===== config.mk =====
export PLATFORM = sky130hd
export DESIGN_NAME = lob_msg_dispatcher
export DESIGN_NICKNAME = d
export VERILOG_FILES = /design/src/rtl/lob_pkg.sv /design/src/rtl/lob_op_timer.sv /design/src/rtl/lob_msg_dispatcher.sv
export SDC_FILE = /design/constraint.sdc
export NUM_CORES = 1
export LEC_CHECK = 0
export ABC_AREA = 1
export BUFFER_PORTS_ARGS = -buffer_cell sky130_fd_sc_hd__buf_4
export CAP_MARGIN = 20
export CORE_ASPECT_RATIO = 2
export CORE_UTILIZATION = 30
export CTS_CLUSTER_SIZE = 14
export DETAILED_ROUTE_END_ITERATION = 16
export PLACE_DENSITY = 0.55
export SYNTH_ARGS = -nofsm -noshare
export SYNTH_HDL_FRONTEND = slang
export SYNTH_SLANG_ARGS = --single-unit

===== constraint.sdc =====
create_clock -name i_clk -period 9.5 [get_ports i_clk]
set_input_delay 1.425 -clock i_clk [delete_from_list [all_inputs] [get_ports i_clk]]
set_output_delay 1.425 -clock i_clk [all_outputs]
set_load 0.005 [all_outputs]

===== src/rtl/lob_pkg.sv =====
// Shared op codes, response status codes and FSM encoding for the order-book dispatcher.
package lob_pkg;
    localparam logic [2:0] OP_ADD        = 3'd0;
    localparam logic [2:0] OP_EXECUTE    = 3'd1;
    localparam logic [2:0] OP_CANCEL     = 3'd2;
    localparam logic [2:0] OP_DELETE     = 3'd3;
    localparam logic [2:0] OP_BEST_LIMIT = 3'd4;
    localparam logic [2:0] OP_VOLUME     = 3'd5;

    localparam logic [1:0] ST_OK       = 2'd0;
    localparam logic [1:0] ST_BAD_TYPE = 2'd1;
    localparam logic [1:0] ST_TIMEOUT  = 2'd2;

    typedef enum logic [1:0] {S_IDLE, S_WAIT, S_RESPOND} state_t;
endpackage


===== src/rtl/lob_op_timer.sv =====
// Wait timer for an in-flight operation; expired marks the last allowed wait cycle.
module lob_op_timer #(
    parameter int TIMEOUT = 1024
) (
    input  logic i_clk,
    input  logic i_rst,
    input  logic i_clr,
    input  logic i_en,
    output logic o_expired
);
    localparam int CNT_W = $clog2(TIMEOUT);

    logic [CNT_W-1:0] r_cnt;

    always_ff @(posedge i_clk or posedge i_rst) begin
        if (i_rst)     r_cnt <= '0;
        else if (i_clr) r_cnt <= '0;
        else if (i_en)  r_cnt <= r_cnt + CNT_W'(1);
    end

    assign o_expired = (r_cnt == CNT_W'(TIMEOUT - 1));
endmodule


===== src/rtl/lob_msg_dispatcher.sv =====
// Launches one order-book operation unit per message, waits for its done (with timeout)
// and returns the unit result plus a status code on a valid/ready response port.
module lob_msg_dispatcher
    import lob_pkg::*;
#(
    parameter int ID_W    = 16,
    parameter int QTY_W   = 16,
    parameter int PX_W    = 16,
    parameter int RES_W   = 16,
    parameter int NUM_OPS = 6,
    parameter int TIMEOUT = 1024
) (
    input  logic                     i_clk,
    input  logic                     i_rst,
    input  logic                     i_msg_valid,
    output logic                     o_msg_ready,
    input  logic [2:0]               i_msg_type,
    input  logic                     i_msg_side,
    input  logic [ID_W-1:0]          i_msg_id,
    input  logic [QTY_W-1:0]         i_msg_size,
    input  logic [PX_W-1:0]          i_msg_limit,
    output logic [NUM_OPS-1:0]       o_op_start,
    output logic                     o_op_side,
    output logic [ID_W-1:0]          o_op_id,
    output logic [QTY_W-1:0]         o_op_size,
    output logic [PX_W-1:0]          o_op_limit,
    input  logic [NUM_OPS-1:0]       i_op_done,
    input  logic [NUM_OPS*RES_W-1:0] i_op_result,
    output logic                     o_res_valid,
    input  logic                     i_res_ready,
    output logic [RES_W-1:0]         o_res_data,
    output logic [1:0]               o_res_status,
    output logic                     o_busy,
    output logic [15:0]              o_cnt_ok,
    output logic [15:0]              o_cnt_err
);
    state_t             r_state, w_state_nxt;
    logic               r_msg_ready, r_res_valid;
    logic [NUM_OPS-1:0] r_op_start;
    logic               r_op_side;
    logic [ID_W-1:0]    r_op_id;
    logic [QTY_W-1:0]   r_op_size;
    logic [PX_W-1:0]    r_op_limit;
    logic [RES_W-1:0]   r_res_data, w_res;
    logic [1:0]         r_res_status;
    logic [15:0]        r_cnt_ok, r_cnt_err;

    logic               w_accept, w_finish_ok, w_finish_to, w_release;
    logic               w_tmr_clr, w_tmr_en, w_expired, w_done, w_type_ok;
    logic [NUM_OPS-1:0] w_start_vec;

    assign w_type_ok   = (int'(i_msg_type) < NUM_OPS);
    assign w_start_vec = NUM_OPS'(1) << i_msg_type;
    // op_start is one-hot, so it doubles as the unit select for done and result.
    assign w_done      = |(i_op_done & r_op_start);

    always_comb begin
        w_res = '0;
        for (int i = 0; i < NUM_OPS; i++)
            if (r_op_start[i]) w_res = w_res | i_op_result[i*RES_W +: RES_W];
    end

    lob_op_timer #(.TIMEOUT(TIMEOUT)) u_timer (
        .i_clk     (i_clk),
        .i_rst     (i_rst),
        .i_clr     (w_tmr_clr),
        .i_en      (w_tmr_en),
        .o_expired (w_expired)
    );

    always_comb begin
        w_state_nxt = r_state;
        w_accept    = 1'b0;
        w_finish_ok = 1'b0;
        w_finish_to = 1'b0;
        w_release   = 1'b0;
        w_tmr_clr   = 1'b0;
        w_tmr_en    = 1'b0;
        case (r_state)
            S_IDLE: if (i_msg_valid && r_msg_ready) begin
                w_accept = 1'b1;
                if (w_type_ok) begin
                    w_tmr_clr   = 1'b1;
                    w_state_nxt = S_WAIT;
                end else begin
                    w_state_nxt = S_RESPOND;
                end
            end
            S_WAIT: begin
                // done is checked first so a simultaneous timeout still reports OK
                if (w_done) begin
                    w_finish_ok = 1'b1;
                    w_state_nxt = S_RESPOND;
                end else if (w_expired) begin
                    w_finish_to = 1'b1;
                    w_state_nxt = S_RESPOND;
                end else begin
                    w_tmr_en = 1'b1;
                end
            end
            S_RESPOND: if (i_res_ready) begin
                w_release   = 1'b1;
                w_state_nxt = S_IDLE;
            end
            default: w_state_nxt = S_IDLE;
        endcase
    end

    always_ff @(posedge i_clk or posedge i_rst) begin
        if (i_rst) begin
            r_state      <= S_IDLE;
            r_msg_ready  <= 1'b0;
            r_res_valid  <= 1'b0;
            r_op_start   <= '0;
            r_op_side    <= 1'b0;
            r_op_id      <= '0;
            r_op_size    <= '0;
            r_op_limit   <= '0;
            r_res_data   <= '0;
            r_res_status <= ST_OK;
            r_cnt_ok     <= '0;
            r_cnt_err    <= '0;
        end else begin
            r_state     <= w_state_nxt;
            r_msg_ready <= (w_state_nxt == S_IDLE);
            r_res_valid <= (w_state_nxt == S_RESPOND);
            if (w_accept) begin
                r_op_side  <= i_msg_side;
                r_op_id    <= i_msg_id;
                r_op_size  <= i_msg_size;
                r_op_limit <= i_msg_limit;
                r_op_start <= w_type_ok ? w_start_vec : '0;
                if (!w_type_ok) begin
                    r_res_data   <= '0;
                    r_res_status <= ST_BAD_TYPE;
                end
            end
            if (w_finish_ok) begin
                r_op_start   <= '0;
                r_res_data   <= w_res;
                r_res_status <= ST_OK;
            end
            if (w_finish_to) begin
                r_op_start   <= '0;
                r_res_data   <= '0;
                r_res_status <= ST_TIMEOUT;
            end
            if (w_release) begin
                if (r_res_status == ST_OK) begin
                    if (r_cnt_ok != 16'hFFFF) r_cnt_ok <= r_cnt_ok + 16'd1;
                end else begin
                    if (r_cnt_err != 16'hFFFF) r_cnt_err <= r_cnt_err + 16'd1;
                end
            end
        end
    end

    assign o_msg_ready  = r_msg_ready;
    assign o_res_valid  = r_res_valid;
    assign o_op_start   = r_op_start;
    assign o_op_side    = r_op_side;
    assign o_op_id      = r_op_id;
    assign o_op_size    = r_op_size;
    assign o_op_limit   = r_op_limit;
    assign o_res_data   = r_res_data;
    assign o_res_status = r_res_status;
    assign o_busy       = (r_state != S_IDLE);
    assign o_cnt_ok     = r_cnt_ok;
    assign o_cnt_err    = r_cnt_err;
endmodule


=== Yosys cells after proc, flatten, opt, wreduce, memory -nomap -nowiden ===
Cells that the tools add are included.

* Flip-flop bits (word level): 119
* Bits of input ports: 158

* $add $sub $neg: 3
* $lt $le $gt $ge: 1
* Equality and inequality tests: 7
* Shift-type cells: 1
* Muxes and demuxes: 41
* Bitwise operators: 7
* Reduce and logical (&&, ||, !) cells: 11

{| class="wikitable"
|+ Operators by type and width
! cell !! number
|-
| 16-bit two-way mux || 10
|-
| 16-bit OR || 5
|-
| 16-bit by 1-bit adder with 16-bit output (second input constant) || 2
|-
| 16-bit != test (second input constant) || 2
|-
| 6-bit two-way mux || 4
|-
| 10-bit two-way mux || 2
|-
| 2-bit two-way mux || 9
|-
| 1-bit two-way mux || 15
|-
| 10-bit by 1-bit adder with 10-bit output (second input constant) || 1
|-
| 10-bit == test (second input constant) || 1
|-
| 6-bit AND || 1
|-
| 2-bit logical NOT || 3
|-
| 2-bit case mux with 3 select lines || 1
|-
| 3-bit AND reduction || 2
|-
| 6-bit OR reduction || 1
|-
| 1-bit by 3-bit left shift with 6-bit output (first input constant) || 1
|-
| 2-bit == test (second input constant) || 2
|-
| 2-bit nonzero test || 2
|-
| 3-bit less-than comparator (second input constant) || 1
|-
| 3-bit != test (second input constant) || 1
|-
| 3-bit nonzero test || 1
|-
| 2-bit by 1-bit == test with 1-bit output (second input constant) || 1
|-
| 2-bit AND reduction || 1
|-
| 1-bit logical AND || 1
|-
| 1-bit NOT || 1
|}

=== Depth between registers and ports, before layout ===
Gate-level depths: netlist of the first run.

* Depth after elaboration: 13
* Gate-level depth with buffers: 10
* Gate-level depth less buffers: 9

=== Cells and area by module ===
Synthesis of the first run repeated with hierarchy kept, for this count alone.

* Cells, all modules: 858
* Area, all modules: 6199.7 um2

{| class="wikitable"
|+ By module, submodules not included
! module !! instances !! cells an instance !! area an instance (um2) !! seq. area each (um2)
|-
| lob_msg_dispatcher || 1 || 782 || 5616.6 || 2727.6
|-
| lob_op_timer || 1 || 76 || 583.1 || 250.2
|}

=== Least setup slack after synthesis of the first run ===
OpenSTA, ideal clock, no wires.

* Path kind: input -> register
* Start point: input port i_msg_valid
* End point: register u_timer.r_cnt[6]
* Data arrival time: 2193 ps
* Required time: 9383 ps
* Path slack: 7190 ps
* Stages on the path: 8
* Path through: nand2_1 > nor2_2 > inv_2 > nor2_4 > inv_2 > buf_2 > nand3_1 > nand2_1

* Word-level cells in the longest chain between the ends: 4

{| class="wikitable"
|+ RTL lines
! item !! line !! RTL
|-
| start: declaration || lob_msg_dispatcher.sv:15 || <nowiki>input logic i_msg_valid,</nowiki>
|-
| 1-bit logical AND * || lob_msg_dispatcher.sv:80 || <nowiki>S_IDLE: if (i_msg_valid && r_msg_ready) begin</nowiki>
|-
| 1-bit two-way mux * || lob_msg_dispatcher.sv:80 ||
|-
| 1-bit two-way mux * || lob_msg_dispatcher.sv:79 || <nowiki>case (r_state)</nowiki>
|-
| 10-bit two-way mux or 2-bit nonzero test (tied branches) || n/a ||
|-
| end signal: assignment || lob_op_timer.sv:18 || <nowiki>else if (i_en) r_cnt <= r_cnt + CNT_W'(1);</nowiki>
|-
| end: declaration || lob_op_timer.sv:13 || <nowiki>logic [CNT_W-1:0] r_cnt;</nowiki>
|}

Every way passes the cells marked *; elsewhere a longest branch is shown, timed or not.
A chain may end at the register's enable or synchronous reset.

=== Worst setup path after layout of the first run ===
* Start point: input port i_msg_valid
* End point: register u_timer.r_cnt[5]

The elaborated chain is that of the path after synthesis.

==> impl_metrics.py, run 1 <==
metrics = {
    "status": {
        "status": "complete, no violations",
    },
    "cells_and_area": {
        "nNetsFinal": 1265,
        "area_growth_syn_to_layout_pct": 45.49,
        "n_fill_cell": 2153,
        "diodes": 0,
        "layout-drive-gt1-share_pct": 28.92,
        "stdcell_area_sq_um": 9071,
    },
    "clocking": {
        "cts_buffers": 17,
        "clockBufferDepth": 2,
        "cts_sinks": 119,
        "cts_resized": 0,
        "insertion_delay_ns": 0.41,
        "path_clk_slew_ns": 0.06,
        "cts_max_level": 4,
        "post-cts-setup-buffers": 0,
        "holdBufCountCts": 0,
        "cts_tree": "yes",
        "cts-root-buf": "clkbuf_16",
    },
    "sta": {
        "fmax_ghz": 0.3119,
        "fin_tns_setup_ns": 0,
        "maxSlewHeadroom_pct": 33.33,
        "rsz0062_at_grt": "false",
        "slew_viol_final": 0,
        "final_hold_viol_count": 0,
        "finalSetupViolations": 0,
        "worst_slew_pin_slew_ns": 1.000,
        "skew_ns": 0.008766,
        "period_share_pct": 33.75,
        "min_period_ns": 3.206,
    },
    "yosys": {
        "synth_top_cell_by_area": "dfrtp_1",
        "synth_edf_count": 0,
        "yosysTopAreaCellShare_pct": 47.76,
        "synth.area.top_cells": "dfrtp_1 (48%), nand2_1 (28%), nand3_1 (3.7%), xnor2_1 (2.7%), nor2_1 (2.6%)",
        "ys_seq_area_share_pct": 47.76,
        "yosysUniqueCellTypes": 32,
        "synthCells": 851,
        "synth_flop_cell": "dfrtp_1",
        "netlist_area_sq_um": 6235,
        "syn-num-nets": 1012,
        "ys_warn_count": 0,
        "ys_ff_latch": 119,
        "async_reset_ff_share_pct": 100.0,
        "postSynthAreaPerCell_sq_um": 7.326,
    },
    "pwr": {
        "ir_worst_vdd_v": 0.0001895,
        "power_leakage_nw": 4.819,
        "power_density_nw_per_um2": 261.0,
    },
    "drt": {
        "top_layer": "met4",
        "dr.first_iter.drc_count": 286,
        "drc": 0,
        "routed_wl_mm": 21.95,
        "wl_per_cell_microns": 15.87,
        "dr_wl_met3_microns": 865,
        "drt-met1-wl_mm": 8.276,
        "ant_nets": 0,
        "vias": 6355,
        "dr_wl_met2_mm": 12.15,
        "first_pass_iters": 5,
        "viasPerCell": 4.595,
    },
    "setup_path": {
        "worstPathMaxFanout": 57,
        "path_class": "in2reg",
        "r2r_start": "r_state[0]",
        "arrival_ns": 3.54,
        "cp-startpoint": "i_msg_valid",
        "critPathCaptureType": "register",
        "cp.required_ns": 9.83,
        "startpoint_type": "input port",
    },
    "floorplan": {
        "core-area_sq_um": 20370,
        "start_util_pct": 30.61,
        "dieHeight_microns": 205.9,
        "num_rows": 74,
        "dieArea_sq_um": 21400,
        "die_x_microns": 103.9,
        "ios": 266,
    },
    "global_routing": {
        "grt_max_degree": 67,
        "grt_pass1_wl_mm": 33.84,
        "antenna_found_initial": 0,
        "overflow": 0,
        "grt_pass1_vias": 6265,
        "grt_usage_pct": 20.89,
    },
    "job": {
        "maxCapViolCount": 0,
    },
    "placed_design": {
        "dpl_cell_area_sq_um": 8397,
        "hpwl_mm": 15.61,
        "finalWeightedCongestion": 0.8752,
        "io_buffer_count": 265,
    },
    "min_path": {
        "hold_path.class": "reg2reg",
        "min_from": "o_op_size[13]",
    },
}
synthesized netlist by cell type, types with 2 or more instances:
cell type	n
clkbuf_1	11
nor2_2	5
nand3b_1	2
o21ai_0	32
xor2_1	7
ha_1	3
xnor2_1	19
nand4_1	20
nand3_2	2
a21oi_1	2
nand3_4	2
nand3_1	46
dfrtp_1	119
nor2_1	43
inv_1	31
buf_4	3
nor2_4	4
nand2_2	4
buf_6	4
buf_2	14
nand2_1	461
nand2_4	2
inv_2	4
nor3_1	3
per-layer routing:
layer / vias to the layer above / global-route usage [%]
li1: 3175 / -
met1: 2978 / 23.24
met5: - / 0
met4: 0 / 9.184
met3: 35 / 3.532
met2: 167 / 38.76
sequential cells by signal, indices dropped and copies added, names as in the netlist, 6 cells and up:
name,flops
o_cnt_err,16
o_cnt_ok,16
o_op_id,16
o_op_limit,16
o_op_size,16
o_op_start,6
o_res_data,16
u_timer.r_cnt,10
metrics by stage:
step | power, mW | worst slack, ns | cells | hold slack [ns] | util (%)
2_1_floorplan | 1.202 | 4.918 | 851 | 0.4654 | -
3_3_place_gp | 1.640 | 5.870 | 1351 | 0.4551 | 41.22
3_5_place_dp | 1.652 | 5.815 | 1351 | 0.4598 | 41.22
4_1_cts | 2.405 | 6.260 | 1383 | 0.4736 | 44.53
5_1_grt | 2.531 | 6.046 | 1383 | 0.4928 | 44.53
6_report | 2.367 | 6.294 | 1383 | 0.4698 | 44.53
worst max-delay path, stage by stage:
cell,delay (ns)
buf_4,0.08
nand2_1,0.07
nor2_4,0.10
buf_4,0.51
inv_2,0.55
nor2_4,0.33
inv_2,0.15
nand2_4,0.15
nand2_1,0.06
o21ai_0,0.07
layout by cell type, fill, tap and decap left out, drive strengths merged:
cell type / instances
nand2: 467
buf: 267
dfrtp: 119
nor2: 52
nand3: 50
inv: 36
o21ai: 34
clkbuf: 22
nand4: 20
xnor2: 19
xor2: 7
bufinv: 5
nor3: 3
ha: 3
clkinvlp: 3
a21oi: 2
nand3b: 2
a22oi: 1
o21a: 1
and3b: 1
nor3b: 1
and3: 1
clkinv: 1
power by group:
group / total (mW) / internal (mW) / switching (mW)
clock network: 0.736 / 0.495 / 0.241
registers: 0.852 / 0.669 / 0.183
logic: 0.779 / 0.370 / 0.409
total: 2.37 / 1.53 / 0.833
area by class of cell:
type                    instances  area (sq um)  share of cell area (%)
clock buffers                  22         484.2                   5.338
clock inverters                10         190.2                   2.097
inverters                      35         133.9                   1.476
multi-input cells             664          2948                   32.50
flip-flops and latches        119          2978                   32.83
well taps                     266         332.8                   3.669
repair buffers                267          2004                   22.10
cell families after synthesis:
family | share of synthesized area, %
and+or+nand+nor | 39.75
DFF | 47.76
buffers and inverters | 5.037
AOI/OAI and AO/OA | 3.191
xor gates and xnor gates | 3.652
adders and majority gates | 0.6021
final timing paths:
| kind | endpoint | slack [ns] | cells past startpoint |
|---|---|---|---|
| max | u_timer.r_cnt[5] | 6.29 | 10 |
| min | o_op_size[13] | 0.47 | 2 |
| min reg2reg | o_op_size[13] | 0.47 | 2 |
| max in group asynchronous | o_res_data[11] | 7.05 | 3 |
| max reg2reg | u_timer.r_cnt[5] | 6.84 | 10 |
| min in group asynchronous | o_cnt_err[14] | 1.18 | 2 |
(Power assumes the default switching activity.)
==> inputs of run 2 (changes only) <==
==> constraint.sdc (replaced) <==
create_clock -name i_clk -period 3.2 [get_ports i_clk]
set_input_delay 0.48 -clock i_clk [delete_from_list [all_inputs] [get_ports i_clk]]
set_output_delay 0.48 -clock i_clk [all_outputs]
set_load 0.005 [all_outputs]
==> impl_metrics.py, run 2 (same netlist as run 1, synthesis figures left out) <==
metrics = {
    "status": {
        "status": "complete, no violations",
    },
    "setup_path": {
        "path_cells": "inv_1 -> nand2_1 -> nor2_4 -> nand2_1 -> nand3_1 -> nand2_1",
        "path_class": "reg2reg",
        "slowest_delay_ns": 0.59,
        "worstPathMaxFanout": 21,
        "critPathBufInv": 1,
        "cpMostUsedCell": "nand2_1",
        "critPathCaptureType": "register",
        "arrival_ns": 2.34,
        "path_delay_family": "simple AND/OR/NAND/NOR gates",
        "startpoint_type": "register",
        "cp.required_ns": 3.50,
        "critPathSlowestCell": "nand2_1",
    },
    "clocking": {
        "cts_max_level": 4,
        "cts_resized": 0,
        "cts_sinks": 119,
        "cts-root-buf": "clkbuf_16",
        "path_clk_slew_ns": 0.06,
        "holdBufCountCts": 0,
        "post-cts-setup-buffers": 0,
        "clockBufferDepth": 2,
        "cts_buffers": 17,
        "insertion_delay_ns": 0.42,
        "cts_tree": "yes",
    },
    "drt": {
        "drc": 0,
        "first_pass_iters": 6,
        "dr.first_iter.drc_count": 195,
        "viasPerCell": 4.610,
        "ant_nets": 0,
        "wl_per_cell_microns": 15.44,
        "vias": 6412,
        "routed_wl_mm": 21.48,
    },
    "global_routing": {
        "grt_usage_pct": 20.05,
        "grt_pass1_vias": 6109,
        "grt_max_degree": 44,
        "antenna_found_initial": 0,
        "overflow": 0,
        "grt_pass1_wl_mm": 32.32,
    },
    "sta": {
        "maxSlewHeadroom_pct": 43.22,
        "slew_viol_final": 0,
        "rsz0062_at_grt": "false",
        "fin_ws_ns": 1.159,
        "period_share_pct": 63.77,
        "skew_ns": 0.007725,
        "worst_slew_pin_slew_ns": 0.8498,
        "final_hold_viol_count": 0,
        "fin_tns_setup_ns": 0,
        "min_period_ns": 2.041,
        "finalSetupViolations": 0,
        "fmax_ghz": 0.4901,
    },
    "placed_design": {
        "finalWeightedCongestion": 0.8682,
        "hpwl_mm": 15.95,
        "io_buffer_count": 265,
        "dp_slack_ns": 1.090,
    },
    "floorplan": {
        "start_util_pct": 30.61,
        "core-area_sq_um": 20370,
        "dieHeight_microns": 205.9,
        "ios": 266,
        "num_rows": 74,
        "die_x_microns": 103.9,
        "dieArea_sq_um": 21400,
    },
    "cells_and_area": {
        "final_common_cell": "nand2_1",
        "layout-drive-gt1-share_pct": 29.42,
        "diodes": 0,
        "area_growth_syn_to_layout_pct": 45.94,
        "layout_common_cells": "nand2_1 (461), buf_4 (273), dfrtp_1 (119), nand3_1 (46), nor2_1 (43)",
        "nNetsFinal": 1273,
    },
    "pwr": {
        "power_leakage_nw": 4.841,
        "ir_worst_vdd_v": 0.0004539,
        "power_density_nw_per_um2": 756.5,
    },
    "min_path": {
        "hold_path.class": "in2async",
    },
    "job": {
        "maxCapViolCount": 0,
    },
}
## run 2: worst paths after layout
check	startpoint	end	slack, ns	cells after the start
min in group i_clk	i_msg_id[4]	o_op_id[4]	0.26	3
worst min-delay path	i_rst	o_cnt_err[10]	0.22	2
worst max register to register	r_state[0]	o_res_data[9]	1.16	6
worst max-delay path	r_state[0]	o_res_data[9]	1.16	6
worst min register to register	o_op_limit[4]	o_op_limit[4]	0.47	2
max in group asynchronous	i_rst	o_op_size[15]	2.26	3
## run 2: routing by layer
layer | up-vias | track usage, % | share of wire [%]
met5 | - | 0 | 0
met4 | 0 | 9.694 | 3.2
met3 | 41 | 3.154 | 4.0
met2 | 181 | 37.74 | 55
met1 | 3007 | 21.65 | 38
li1 | 3183 | - | -
## run 2: per-stage QoR
stage	area [sq um]	instances	util, %	hold WS [ns]	total power, mW
after global routing	9099	1391	44.67	0.2412	7.343
after detailed placement	8483	1359	41.65	0.4599	4.942
final	9099	1391	44.67	0.2218	6.883
after floorplan	6238	851	-	0.4654	3.568
after CTS	9099	1391	44.67	0.2322	6.990
after global placement	8483	1359	41.65	0.4549	4.918
## run 2: power by group
part / internal, mW / switching, mW / leakage, nW
clock network: 1.29 / 0.721 / 0.296
registers: 1.99 / 0.333 / 1.55
logic: 1.13 / 1.42 / 2.99
total: 4.41 / 2.48 / 4.84
## run 2: worst register-to-register path, delay by kind of cell (launching register included)
| kind | cells | cell delay (ns) |
|---|---|---|
| flops | 1 | 0.36 |
| buf+inv | 1 | 0.11 |
| simple gates | 5 | 1.46 |
## run 2: final cells by class
cell class / count / area, sq um
clock inverter: 11 / 145.1
sequential: 119 / 2978
inverter: 35 / 135.1
timing repair buffer: 275 / 2090
tap: 266 / 332.8
clock buffer: 21 / 470.5
fill: 2158 / 11270
multi-input combinational: 664 / 2948
